### src/rtl/atm_access_ctrl.sv
// Access controller for the ATM front end: turns button presses into one-shot
// commands and enforces password/insufficient-funds lockouts.
module atm_access_ctrl #(
    parameter int LONG_LOCK  = 100,
    parameter int SHORT_LOCK = 50,
    parameter int MAX_TRIES  = 3
) (
    input  logic       clk,
    input  logic       rst,
    input  logic       BTN1,
    input  logic       BTN2,
    input  logic       BTN3,
    input  logic       pw_ok,
    input  logic       pw_fail,
    input  logic       funds_fail,
    output logic       cmd_valid,
    output logic [1:0] cmd_sel,
    output logic       locked,
    output logic       lock_long,
    output logic       force_logout,
    output logic [1:0] tries_left,
    output logic [7:0] lock_remaining
);

    typedef enum logic [1:0] {
        READY      = 2'd0,
        LOCK_SHORT = 2'd1,
        LOCK_LONG  = 2'd2
    } state_t;

    localparam logic [1:0] TRIES_INIT = 2'(MAX_TRIES);
    localparam logic [7:0] LONG_LEN   = 8'(LONG_LOCK);
    localparam logic [7:0] SHORT_LEN  = 8'(SHORT_LOCK);

    state_t     state, state_nxt;
    logic [2:0] btn_cur, btn_prev, btn_rise;
    logic [1:0] tries_nxt;
    logic [7:0] rem_nxt;
    logic       cmd_valid_nxt;
    logic [1:0] cmd_sel_nxt;
    logic       force_logout_nxt;

    // Lowest index wins: BTN1 > BTN2 > BTN3.
    function automatic logic [1:0] pick_cmd(input logic [2:0] rise);
        logic [1:0] sel;
        sel = 2'd0;
        if (rise[0])      sel = 2'd1;
        else if (rise[1]) sel = 2'd2;
        else if (rise[2]) sel = 2'd3;
        return sel;
    endfunction

    assign btn_cur   = {BTN3, BTN2, BTN1};
    assign btn_rise  = btn_cur & ~btn_prev;
    assign locked    = (state != READY);
    assign lock_long = (state == LOCK_LONG);

    always_ff @(posedge clk or negedge rst) begin
        if (!rst) begin
            state          <= READY;
            btn_prev       <= 3'b000;
            tries_left     <= TRIES_INIT;
            lock_remaining <= 8'd0;
            cmd_valid      <= 1'b0;
            cmd_sel        <= 2'd0;
            force_logout   <= 1'b0;
        end else begin
            state          <= state_nxt;
            btn_prev       <= btn_cur;
            tries_left     <= tries_nxt;
            lock_remaining <= rem_nxt;
            cmd_valid      <= cmd_valid_nxt;
            cmd_sel        <= cmd_sel_nxt;
            force_logout   <= force_logout_nxt;
        end
    end

    always_comb begin
        state_nxt        = state;
        tries_nxt        = tries_left;
        rem_nxt          = lock_remaining;
        cmd_valid_nxt    = 1'b0;
        cmd_sel_nxt      = 2'd0;
        force_logout_nxt = 1'b0;

        case (state)
            READY: begin
                // A coincident pw_fail overrides pw_ok.
                if (pw_ok && !pw_fail) begin
                    tries_nxt = TRIES_INIT;
                end
                if (pw_fail) begin
                    if (tries_left <= 2'd1) begin
                        state_nxt        = LOCK_LONG;
                        rem_nxt          = LONG_LEN;
                        tries_nxt        = TRIES_INIT;
                        force_logout_nxt = 1'b1;
                    end else begin
                        tries_nxt = tries_left - 2'd1;
                    end
                end
                if (funds_fail && state_nxt == READY) begin
                    state_nxt = LOCK_SHORT;
                    rem_nxt   = SHORT_LEN;
                end
                // No command on the edge that enters a lock, so cmd_valid never overlaps locked.
                if (state_nxt == READY && btn_rise != 3'b000) begin
                    cmd_valid_nxt = 1'b1;
                    cmd_sel_nxt   = pick_cmd(btn_rise);
                end
            end
            LOCK_SHORT, LOCK_LONG: begin
                if (lock_remaining <= 8'd1) begin
                    state_nxt = READY;
                    rem_nxt   = 8'd0;
                end else begin
                    rem_nxt = lock_remaining - 8'd1;
                end
            end
            default: begin
                state_nxt = READY;
                rem_nxt   = 8'd0;
            end
        endcase
    end

endmodule

### config.mk
export PLATFORM = sky130hd
export DESIGN_NAME = atm_access_ctrl
export DESIGN_NICKNAME = d
export VERILOG_FILES = /design/src/rtl/atm_access_ctrl.sv
export SDC_FILE = /design/constraint.sdc
export NUM_CORES = 1
export LEC_CHECK = 0
export CAP_MARGIN = 0
export CORE_ASPECT_RATIO = 0.5
export CORE_UTILIZATION = 40
export CTS_CLUSTER_SIZE = 30
export DETAILED_ROUTE_END_ITERATION = 7
export PLACE_DENSITY = 0.76
export SLEW_MARGIN = 20
export SYNTH_ARGS = -nofsm -noshare
export SYNTH_HDL_FRONTEND = slang
export SYNTH_SLANG_ARGS = --single-unit
### constraint.sdc
create_clock -name clk -period 3.5 [get_ports clk]
set_input_delay 0.7 -clock clk [delete_from_list [all_inputs] [get_ports clk]]
set_output_delay 0.7 -clock clk [all_outputs]
set_load 0.02 [all_outputs]
==> results by group <==
Floorplanning
  – DIE WIDTH: 74.5 um
  – Ports: 24
  – Die ar.: 2850 um2
  – Core area: 2340 um2
  – Num rows: 12
  – Die H: approximately 38 um
  – Starting density of the core: between 40 and 50%

Power
  – Final Power: 0.00125 W
  – Sw Pwr: 0.000564 W
  – Clock share of power: 12.4%
  – Worst VDD drop: 0.367 mV
  – Net Sw Frac: 45.0%
  – Seq pwr share: 30.8%
  – Lkg Pwr: slightly below 0.6 nW
  – P_int: 0.000690 W
  – Pwr/cell area: 915 nW/um2
  – Gate power share: 56.8%

Critical path
  – Crit path DAT: 1930 ps
  – Crit. Startpoint: state[1]
  – Crit-path max FO: 8
  – Crit. End Element: output pin
  – Critical path launch point type: flip-flop
  – Crit path kind: flip-flop to output pin
  – CP required: 2800 ps
  – Crit Reg-Reg Startpoint: state[0]

Cells and area
  – Antenna fix cells: 0
  – NumNets Final: ~140
  – Post-route insts no fill: 165
  – Share of layout cells above drive strength 1: 12.3%
  – Area growth, synth to finish: 30.5%
  – Final core occ: 58.5%

Routing
  – # DRC: 0
  – ANT nets after route: 0
  – DR vias: 851
  – Initial DRC count: 32
  – Drt total wl: 2190 um
  – Drt via density: approximately 5.2
  – DR pass1 iterations: 4
  – Post-DR wirelength/cell: between 10 and 15 um

Synth
  – Post-Synthesis Cells: 103
  – Syn nets: 116
  – Area of the mapped netlist: between 1000 and 1500 um2
  – Yosys cell types: 35
  – Syn_area_per_cell: around 10 um2
  – Ys Warns: 0
  – Register bit total from synthesis: 19
  – Seq/Total Area, Yosys: around 46%

STA
  – Minimum clock period: 2630 ps
  – Unrepaired setup endpoints after global routing: false
  – Worst-Margin Slew: between 800 and 900 ps
  – Fmax: about 0.38 GHz
  – Rel. slew slack: 42.7%
  – Hold Vio Cnt, Final: 0
  – Setup violations, final: 0
  – Slew Viols, Final: 0
  – Setup TNS: 0 ps
  – Final worst setup slack: just under 900 ps
  – Final setup skew: 5.54 ps
  – Fin crit share: about three quarters

GRT
  – Vias in the first global route: 786
  – Largest net degree at the start of global routing: 20
  – First-pass GRT wire length: 3750 um
  – Gr ovfl total: 0
  – Initial antenna violation count: 0
  – Aggregate global-route resource usage: 18.6%

Status
  – Status: complete, no violations

CTS
  – Post-CTS Setup Inserts: 0
  – Clock Sinks: 19
  – Clock root cell: clkbuf_8
  – Clk Latency, worst-skew pair: 260 ps
  – Max Buffers Root-to-Sink: 2
  – CTS buffer count: 3
  – Post-cts hold buffer count: 0
  – TritonCTS clock tree: done
  – Worst-path clk slew: 70 ps
  – H-tree lvl count: 1
  – Resized Gates After CTS: 0

Flow run
  – Max-capacitance violation count: 0

Place
  – Detailed Place HPWL: 1670 um
  – Placed cell count: about 160
  – Gpl congestion: 0.818
  – Port bufs: 23
  – Worst slack, placed: around 1200 ps

Hold path
  – Worst Hold Class: flip-flop to flip-flop
  – Worst Min Path Start: tries_left[1]
-- through the flow --
step	instance area [um2]	hold slack, ps
5_1_grt	1370	516
4_1_cts	1370	495
3_5_place_dp	1320	484
2_1_floorplan	1050	404
6_report	1370	492
3_3_place_gp	1320	484
-- cell families after synthesis --
logic type | Yosys count | share of synthesized area [%]
simple gates | 36 | 21.8
compound gates | 30 | 20.7
flops | 19 | 45.5
buf+inv | 11 | 3.93
fa+ha+maj | 5 | 5.96
mux | 2 | 2.03
-- layer usage --
| layer | GRT usage, % | wire length (um) |
|---|---|---|
| met2 | 27.7 | 937 |
| met3 | 5.26 | 88 |
| met5 | 0 | 0 |
| met1 | 24.3 | 1110 |
| met4 | 10.8 | 48 |
-- flip-flops by register name (all words and copies together) (netlist names) --
| name | flops |
|---|---|
| cmd_valid | 1 |
| force_logout | 1 |
| lock_remaining | 8 |
| state | 2 |
| btn_prev | 3 |
| cmd_sel | 2 |
| tries_left | 2 |
-- synth_stat cells (all sizes together) --
cell type	number	area share [%]
nor3b	3	2.6
mux2	1	1.1
nand2	7	2.5
a41oi	1	0.83
a221o	1	0.95
nor2b	2	1.2
a22o	1	0.83
o31ai	1	0.72
dfstp	2	5.0
o2111ai	1	1.4
mux2i	1	0.95
o21ai	9	4.3
o22ai	1	0.60
nor4	1	2.0
or2	1	0.60
a31o	1	0.83
inv	11	3.9
and3b	1	0.83
a211o	1	0.83
ha	5	6.0
o211ai	1	1.2
a21oi	8	3.8
nand2b	5	3.0
or3b	1	1.1
nor4b	1	0.83
dfrtp	17	41
nor2	5	1.8
nand3	4	1.9
a2111oi	1	2.6
nor3	5	3.5
a31oi	3	1.8
-- power groups by stage --
stage / sequential, W / clock, W / combinational (W)
global route: 0.000398 / 0.000166 / 0.000787
finish: 0.000387 / 0.000155 / 0.000712
floorplan: 0.000444 / 0 / 0.000418
global placement: 0.000386 / 0 / 0.000704
CTS: 0.000384 / 0.000162 / 0.000713
detailed placement: 0.000388 / 0 / 0.000713
-- worst max-delay path, cell delays in order, from the launching register on --
cell             delay (ps)
dfrtp_1                 470
inv_1                   110
ha_1                    330
inv_2                   150
clkdlybuf4s50_1         620
-- path summary, 6_finish.rpt --
kind	endpoint	slack [ps]	cells past startpoint
worst min register to register	tries_left[1]	490	2
worst max register to register	cmd_sel[1]	1430	6
min in group asynchronous	lock_remaining[7]	930	1
max in group asynchronous	force_logout	2040	1
worst min-delay path	tries_left[1]	490	2
worst max-delay path	locked	870	4
-- cell type report --
type	instances	area [um2]
Clock inverter	1	5.00
Clock buffer	3	41.3
Fill cell	217	972
Sequential cell	19	478
Timing Repair Buffer	23	230
Multi-Input combinational cell	73	531
Tap cell	35	43.8
Inverter	11	41.3
-- cell usage in the layout (no fill, tap or decap), drive strengths merged, types with 2 or more instances in the layout --
master          n
clkbuf          3
a21oi           8
nor2            5
clkdlybuf4s50  23
nor3            5
ha              5
nand2b          5
dfrtp          17
inv            11
dfstp           2
nor3b           3
a31oi           3
o21ai           9
nand2           7
nand3           4
nor2b           2
No activity file was read; power rests on OpenSTA's default activity.
